$ cat src/rtl/uart_tx_fifo_if.sv
// Host-side bus of uart_tx_fifo: write port, FIFO status and serial line.
// brk exists only when UART_TX_BREAK_EN is defined.
interface uart_tx_fifo_if #(
    parameter int DATA_BITS  = 8,
    parameter int FIFO_DEPTH = 16
);
    localparam int LW = $clog2(FIFO_DEPTH) + 1;

    logic                 en;
    logic                 wr;
    logic [DATA_BITS-1:0] din;
`ifdef UART_TX_BREAK_EN
    logic                 brk;
`endif
    logic                 full;
    logic                 empty;
    logic [LW-1:0]        level;
    logic                 overflow;
    logic                 busy;
    logic                 done;
    logic                 tx;

    modport master (
`ifdef UART_TX_BREAK_EN
        output brk,
`endif
        output en,
        output wr,
        output din,
        input  full,
        input  empty,
        input  level,
        input  overflow,
        input  busy,
        input  done,
        input  tx
    );

    modport slave (
`ifdef UART_TX_BREAK_EN
        input  brk,
`endif
        input  en,
        input  wr,
        input  din,
        output full,
        output empty,
        output level,
        output overflow,
        output busy,
        output done,
        output tx
    );
endinterface

$ cat src/rtl/uart_tx_fifo.sv
// UART transmitter with write FIFO, baud divider, parity and stop-bit options.
// Define UART_TX_BREAK_EN to add the brk line-break input.
module uart_tx_fifo #(
    parameter int CLOCK_RATE = 12_000_000,
    parameter int BAUD_RATE  = 9600,
    parameter int DATA_BITS  = 8,
    parameter int PARITY     = 0,
    parameter int STOP_BITS  = 1,
    parameter int FIFO_DEPTH = 16
) (
    input logic          clk,
    input logic          rst,
    uart_tx_fifo_if.slave bus
);
    localparam int DIV = CLOCK_RATE / BAUD_RATE;
    localparam int AW  = $clog2(FIFO_DEPTH);
    localparam int LW  = AW + 1;
    localparam int CW  = $clog2(DIV);
    localparam bit HAS_PAR = (PARITY != 0);
    localparam bit ODD_PAR = (PARITY == 1);
    localparam logic [CW-1:0] CNT_LAST  = CW'(DIV - 1);
    localparam logic [CW-1:0] CNT_PRE   = CW'(DIV - 2);
    localparam logic [3:0]    DATA_LAST = 4'(DATA_BITS - 1);
    localparam logic [3:0]    STOP_LAST = 4'(STOP_BITS - 1);
    localparam logic [LW-1:0] LVL_FULL  = LW'(FIFO_DEPTH);

    typedef enum logic [2:0] {
        IDLE,
        START,
        DATA,
        PAR,
        STOP
    } state_t;

    logic [DATA_BITS-1:0] mem [FIFO_DEPTH];
    logic [AW-1:0]        wrPtr;
    logic [AW-1:0]        rdPtr;
    logic [LW-1:0]        levelReg;
    logic [LW-1:0]        levelNext;
    logic                 fullReg;
    logic                 emptyReg;
    logic                 ovfReg;

    state_t               state;
    logic [CW-1:0]        cnt;
    logic [3:0]           bitCnt;
    logic [DATA_BITS-1:0] shiftReg;
    logic                 parBit;
    logic                 txReg;
    logic                 busyReg;
    logic                 doneReg;

    logic                 brkReq;
    logic                 push;
    logic                 pop;
    logic                 bitTick;
    logic                 frameEnd;
    logic                 canStart;
    logic [DATA_BITS-1:0] headWord;

`ifdef UART_TX_BREAK_EN
    assign brkReq = bus.brk;
`else
    assign brkReq = 1'b0;
`endif

    assign push     = bus.wr & ~fullReg;
    assign headWord = mem[rdPtr];
    assign bitTick  = (cnt == CNT_LAST);
    assign frameEnd = (state == STOP) & bitTick & (bitCnt == STOP_LAST);
    assign canStart = bus.en & ~emptyReg & ~brkReq;
    assign pop      = canStart & ((state == IDLE) | frameEnd);

    always_comb begin
        levelNext = levelReg;
        if (push & ~pop) begin
            levelNext = levelReg + LW'(1);
        end else if (pop & ~push) begin
            levelNext = levelReg - LW'(1);
        end
    end

    always_ff @(posedge clk) begin
        if (push) begin
            mem[wrPtr] <= bus.din;
        end
    end

    // A write into a full FIFO is lost even if a pop frees a slot that cycle.
    always_ff @(posedge clk or posedge rst) begin
        if (rst) begin
            wrPtr    <= '0;
            rdPtr    <= '0;
            levelReg <= '0;
            fullReg  <= 1'b0;
            emptyReg <= 1'b1;
            ovfReg   <= 1'b0;
        end else begin
            if (push) begin
                wrPtr <= wrPtr + AW'(1);
            end
            if (pop) begin
                rdPtr <= rdPtr + AW'(1);
            end
            if (bus.wr & fullReg) begin
                ovfReg <= 1'b1;
            end
            levelReg <= levelNext;
            fullReg  <= (levelNext == LVL_FULL);
            emptyReg <= (levelNext == '0);
        end
    end

    // tx is loaded with the value of the state being entered.
    always_ff @(posedge clk or posedge rst) begin
        if (rst) begin
            state    <= IDLE;
            cnt      <= '0;
            bitCnt   <= '0;
            shiftReg <= '0;
            parBit   <= 1'b0;
            txReg    <= 1'b1;
            busyReg  <= 1'b0;
            doneReg  <= 1'b0;
        end else begin
            doneReg <= 1'b0;
            if ((state == IDLE) || bitTick) begin
                cnt <= '0;
            end else begin
                cnt <= cnt + CW'(1);
            end
            unique case (state)
                IDLE: begin
                    txReg <= ~brkReq;
                    if (pop) begin
                        state    <= START;
                        txReg    <= 1'b0;
                        busyReg  <= 1'b1;
                        bitCnt   <= '0;
                        shiftReg <= headWord;
                        parBit   <= ODD_PAR ? ~^headWord : ^headWord;
                    end
                end
                START: begin
                    if (bitTick) begin
                        state  <= DATA;
                        txReg  <= shiftReg[0];
                        bitCnt <= '0;
                    end
                end
                DATA: begin
                    if (bitTick) begin
                        if (bitCnt == DATA_LAST) begin
                            bitCnt <= '0;
                            if (HAS_PAR) begin
                                state <= PAR;
                                txReg <= parBit;
                            end else begin
                                state <= STOP;
                                txReg <= 1'b1;
                            end
                        end else begin
                            bitCnt   <= bitCnt + 4'd1;
                            shiftReg <= shiftReg >> 1;
                            txReg    <= shiftReg[1];
                        end
                    end
                end
                PAR: begin
                    if (bitTick) begin
                        state  <= STOP;
                        txReg  <= 1'b1;
                        bitCnt <= '0;
                    end
                end
                STOP: begin
                    if ((bitCnt == STOP_LAST) && (cnt == CNT_PRE)) begin
                        doneReg <= 1'b1;
                    end
                    if (bitTick) begin
                        if (bitCnt != STOP_LAST) begin
                            bitCnt <= bitCnt + 4'd1;
                        end else if (pop) begin
                            state    <= START;
                            txReg    <= 1'b0;
                            bitCnt   <= '0;
                            shiftReg <= headWord;
                            parBit   <= ODD_PAR ? ~^headWord : ^headWord;
                        end else begin
                            state   <= IDLE;
                            txReg   <= ~brkReq;
                            busyReg <= 1'b0;
                            bitCnt  <= '0;
                        end
                    end
                end
                default: begin
                    state   <= IDLE;
                    txReg   <= 1'b1;
                    busyReg <= 1'b0;
                end
            endcase
        end
    end

    assign bus.full     = fullReg;
    assign bus.empty    = emptyReg;
    assign bus.level    = levelReg;
    assign bus.overflow = ovfReg;
    assign bus.busy     = busyReg;
    assign bus.done     = doneReg;
    assign bus.tx       = txReg;

endmodule

$ cat src/flat_wrapper.sv
// flat-port wrapper written by rule: the top's interface ports become plain ports
module uart_tx_fifo_flat 
#(
    parameter int CLOCK_RATE = 12_000_000,
    parameter int BAUD_RATE  = 9600,
    parameter int DATA_BITS  = 8,
    parameter int PARITY     = 0,
    parameter int STOP_BITS  = 1,
    parameter int FIFO_DEPTH = 16
)
  (clk, rst, bus_en, bus_wr, bus_din, bus_full, bus_empty, bus_level, bus_overflow, bus_busy, bus_done, bus_tx);
  uart_tx_fifo_if #(.DATA_BITS(DATA_BITS), .FIFO_DEPTH(FIFO_DEPTH)) bus_i ();
  input logic clk;
  input logic rst;
  input wire logic [$bits(bus_i.en)-1:0] bus_en;
  input wire logic [$bits(bus_i.wr)-1:0] bus_wr;
  input wire logic [$bits(bus_i.din)-1:0] bus_din;
  output wire logic [$bits(bus_i.full)-1:0] bus_full;
  output wire logic [$bits(bus_i.empty)-1:0] bus_empty;
  output wire logic [$bits(bus_i.level)-1:0] bus_level;
  output wire logic [$bits(bus_i.overflow)-1:0] bus_overflow;
  output wire logic [$bits(bus_i.busy)-1:0] bus_busy;
  output wire logic [$bits(bus_i.done)-1:0] bus_done;
  output wire logic [$bits(bus_i.tx)-1:0] bus_tx;
  assign bus_i.en = bus_en;
  assign bus_i.wr = bus_wr;
  assign bus_i.din = bus_din;
  assign bus_full = bus_i.full;
  assign bus_empty = bus_i.empty;
  assign bus_level = bus_i.level;
  assign bus_overflow = bus_i.overflow;
  assign bus_busy = bus_i.busy;
  assign bus_done = bus_i.done;
  assign bus_tx = bus_i.tx;
  uart_tx_fifo #(.CLOCK_RATE(CLOCK_RATE), .BAUD_RATE(BAUD_RATE), .DATA_BITS(DATA_BITS), .PARITY(PARITY), .STOP_BITS(STOP_BITS), .FIFO_DEPTH(FIFO_DEPTH)) u_core (.clk(clk), .rst(rst), .bus(bus_i));
endmodule
$ cat config.mk
export PLATFORM = sky130hd
export DESIGN_NAME = uart_tx_fifo_flat
export DESIGN_NICKNAME = d
export VERILOG_FILES = /design/src/rtl/uart_tx_fifo_if.sv /design/src/rtl/uart_tx_fifo.sv /design/src/flat_wrapper.sv
export SDC_FILE = /design/constraint.sdc
export NUM_CORES = 1
export LEC_CHECK = 0
export CAP_MARGIN = 20
export CORE_MARGIN = 10
export CORE_UTILIZATION = 30
export CTS_CLUSTER_SIZE = 10
export DETAILED_ROUTE_END_ITERATION = 12
export PLACE_DENSITY = 0.45
export SETUP_SLACK_MARGIN = 0.05
export SLEW_MARGIN = 10
export SYNTH_ARGS = -nofsm -noshare
export SYNTH_HDL_FRONTEND = slang
export SYNTH_SLANG_ARGS = --single-unit
$ cat constraint.sdc
create_clock -name clk -period 6.1 [get_ports clk]
set_input_delay 1.525 -clock clk [delete_from_list [all_inputs] [get_ports clk]]
set_output_delay 1.525 -clock clk [all_outputs]
set_load 0.1 [all_outputs]
==> results.json <==
{
  "status": "finished clean",
  "endpoint": "bus_empty",
  "grt_pass1_wl_um": 25200,
  "num-fill-cells": 2295,
  "rrSetupSlack_ns": 3.09,
  "worstSetupPathType": "flop to output port",
  "worst_slew_pin_slew_ns": 0.980,
  "synth_area_per_cell_um2": 15.5,
  "post-place-ws_ns": 2.13,
  "met1_usage_pct": 13.2,
  "p_leak_nw": 3.04,
  "cp_slowest_cell": "clkdlybuf4s50_1",
  "dieArea_um2": 31400,
  "overflow": 0,
  "fmax_ghz": 0.275,
  "nets": 526,
  "post_cts_buffers": 0,
  "cts_resized": 0,
  "place_hpwl_um": 10800,
  "clock_path_buffers": 2,
  "rr_endpoint": "u_core.shiftReg[0]$_DFFE_PP0P_",
  "critPathTopFamily": "buffers and inverters",
  "reg2regPathDepth": 6,
  "htreeDepth": 4,
  "die_height_um": 177,
  "peakVddDrop_mv": 0.185,
  "start_util_pct": 30.4,
  "yosysSeqAreaShare_pct": 67.2,
  "synth_warnings": 0,
  "holdWs_ns": 0.463,
  "wl_per_cell_um": 19.3,
  "met2_usage_pct": 18.3,
  "synth_top_area_share_pct": 51.9,
  "netlist_top_cells_area": "edfxtp_1 52%, dfrtp_1 15%, mux4_2 6.4%, mux2i_1 3.1%, ha_1 2.0%",
  "total_power_w": 0.00390,
  "finalSetupViolCount": 0,
  "use_met3_pct": 2.35,
  "power_density_nw_per_um2": 454,
  "worstPathArrival_ns": 2.11,
  "dp.cells": 806,
  "fin_worst_skew_ns": 0.0129,
  "path_cells": "clkdlybuf4s50_1",
  "maxSlewViolCount": 0,
  "yosysUniqueCellTypes": 55,
  "routabilityCongestion": 0.731,
  "fp.coreArea_um2": 24300,
  "final.setup.worst_slack_ns": 2.47,
  "synth_top_cell_by_area": "edfxtp_1",
  "grt_max_degree": 46,
  "synth_cells": 478,
  "dr.pass1.iters": 4,
  "slew_headroom_pct": 34.4,
  "clk_latency_ns": 0.43,
  "area_delta_synth_final_pct": 16.0,
  "finalHoldViolCount": 0,
  "max_cap_viol_count": 0,
  "cts_made_buffers": 17,
  "cts_sinks": 173,
  "ios": 23,
  "min_period_over_period_pct": 59.6,
  "slowest_delay_ns": 1.13,
  "synth_edf_count": 128,
  "postSynth.asyncResetShare_pct": 26.0,
  "startpoint_type": "flop",
  "critPathRequiredTime_ns": 4.58,
  "grt_pass1_vias": 4207,
  "viasPerCell": 4.79,
  "portBuffers": 22,
  "rows": 57,
  "regToRegStartpoint": "u_core.rdPtr[0]$_DFFE_PP0N_",
  "drcViolationCount": 0,
  "min_period_ns": 3.63,
  "cp-end-kind": "output port",
  "cts_root_buf": "clkbuf_16",
  "final.setup.tns_ns": 0,
  "final_layout_size_suffix_gt1_share_pct": 15.3,
  "fp.dieW_um": 177,
  "ys_ff_latch": 173,
  "rsz0062_at_grt": "no",
  "drt_iter0_markers": 248,
  "routed_wirelength_um": 16200,
  "hold_path_class": "flop to flop",
  "grt_usage_pct": 10.7,
  "synth_nets": 502,
  "synthFlopType": "edfxtp_1",
  "grt_antenna_before_repair": 0,
  "cts.hold.buffers_added": 0,
  "final_cells": 839,
  "path_depth": 1,
  "syn-cell-area_um2": 7400,
  "cts_tree": "built",
  "dr_total_vias": 4018,
  "setup.worst_path.start": "u_core.bus.empty$_DFF_PP1_",
  "num_antenna_cells": 0,
  "cp_max_fo": 3,
  "clk_pin_slew_ns": 0.07,
  "ant_nets": 0,
  "top_usage_layer": "met2",
  "cp_num_buf_inv": 1
}
## how the worst min path moves through the flow
| stage | from | to | slack, ns | cells past startpoint |
|---|---|---|---|---|
| global placement | u_core.bus.overflow$_DFFE_PP0P_ | u_core.bus.overflow$_DFFE_PP0P_ | 0.45 | 1 |
| floorplan | u_core.shiftReg[2]$_DFFE_PP0P_ | u_core.shiftReg[2]$_DFFE_PP0P_ | 0.45 | 1 |
| CTS | u_core.bus.overflow$_DFFE_PP0P_ | u_core.bus.overflow$_DFFE_PP0P_ | 0.46 | 1 |
| global route | u_core.shiftReg[2]$_DFFE_PP0P_ | u_core.shiftReg[2]$_DFFE_PP0P_ | 0.49 | 1 |
| detailed placement | u_core.bus.overflow$_DFFE_PP0P_ | u_core.bus.overflow$_DFFE_PP0P_ | 0.45 | 1 |
| finish | u_core.bus.overflow$_DFFE_PP0P_ | u_core.bus.overflow$_DFFE_PP0P_ | 0.46 | 1 |
## sequential cells by signal, indices dropped and copies added (netlist names)
name                 count
u_core.bitCnt            4
u_core.bus.empty         1
u_core.shiftReg          8
u_core.bus.done          1
u_core.bus.overflow      1
u_core.bus.busy          1
u_core.cnt              11
u_core.mem             128
u_core.rdPtr             4
u_core.bus.tx            1
u_core.bus.full          1
u_core.state             3
u_core.bus.level         5
u_core.wrPtr             4
## cell families (layout without fill, tap and decap cells)
kind of cell / Yosys count / in the layout / share of synthesized area, %
buffers and inverters: 33 / 70 / 1.99
XOR/XNOR: 20 / 20 / 2.37
multiplexers: 53 / 53 / 10.9
AO/OA/AOI/OAI: 72 / 72 / 6.79
AND/OR/NAND/NOR: 115 / 115 / 8.80
flip-flops: 173 / 173 / 67.2
adder cells (fa/ha/maj): 12 / 12 / 2.03
## area by class of cell
type	count	area (um^2)	share of cell area [%]
flip-flops and latches	173	4970	57.9
multi-input cells	272	2280	26.6
clock buffers	17	425	4.95
well taps	324	405	4.72
repair buffers	26	263	3.06
clock inverters	15	191	2.23
inverters	12	45.0	0.524
## Yosys cell counts, types with 9 or more instances
cell / count
a21oi_1: 9
and2_1: 18
clkbuf_1: 12
dfrtp_1: 43
edfxtp_1: 128
ha_1: 12
inv_1: 12
mux2_2: 9
mux2i_1: 23
mux4_2: 21
nand2_1: 15
nor2_1: 31
o21ai_0: 21
xor2_1: 12
## report_power, final
| group | switching [W] | internal [W] |
|---|---|---|
| logic | 0.000687 | 0.000441 |
| clock network | 0.000525 | 0.000594 |
| registers | 0.000193 | 0.00145 |
| total | 0.00140 | 0.00249 |
## placed cells by master, fill, tap and decap left out, types with 6 or more instances in the layout
cell / synthesis / layout
a21o_1: 8 / 8
a22oi_1: 6 / 6
clkdlybuf4s50_1: 0 / 22
xor2_1: 12 / 12
ha_1: 12 / 12
mux2_2: 9 / 9
a221oi_1: 6 / 6
nand4_1: 6 / 6
nand2_1: 15 / 15
o21ai_0: 21 / 21
clkbuf_16: 0 / 17
nand3_1: 8 / 8
nor3_1: 6 / 6
dfrtp_1: 43 / 42
mux2i_1: 23 / 23
edfxtp_1: 128 / 128
and3_1: 6 / 6
a311oi_1: 6 / 6
and2_1: 18 / 18
inv_1: 12 / 11
mux4_2: 21 / 21
xnor2_1: 8 / 8
nor2_1: 31 / 31
a21oi_1: 9 / 9
## through the flow
step	util [%]	area, um^2
finish	35.3	8590
global route	35.3	8590
CTS	35.2	8570
detailed placement	32.7	7950
global placement	32.7	7950
floorplan	-	7400
## layer usage
| layer | part of all wire, % | routed length, um | vias to the layer above |
|---|---|---|---|
| met5 | 0 | 0 | - |
| met4 | 1.6 | 265 | 0 |
| met3 | 2.1 | 338 | 15 |
| met2 | 51 | 8280 | 45 |
| met1 | 45 | 7290 | 2072 |
| li1 | - | - | 1886 |
No activity file was read; power rests on OpenSTA's default activity.
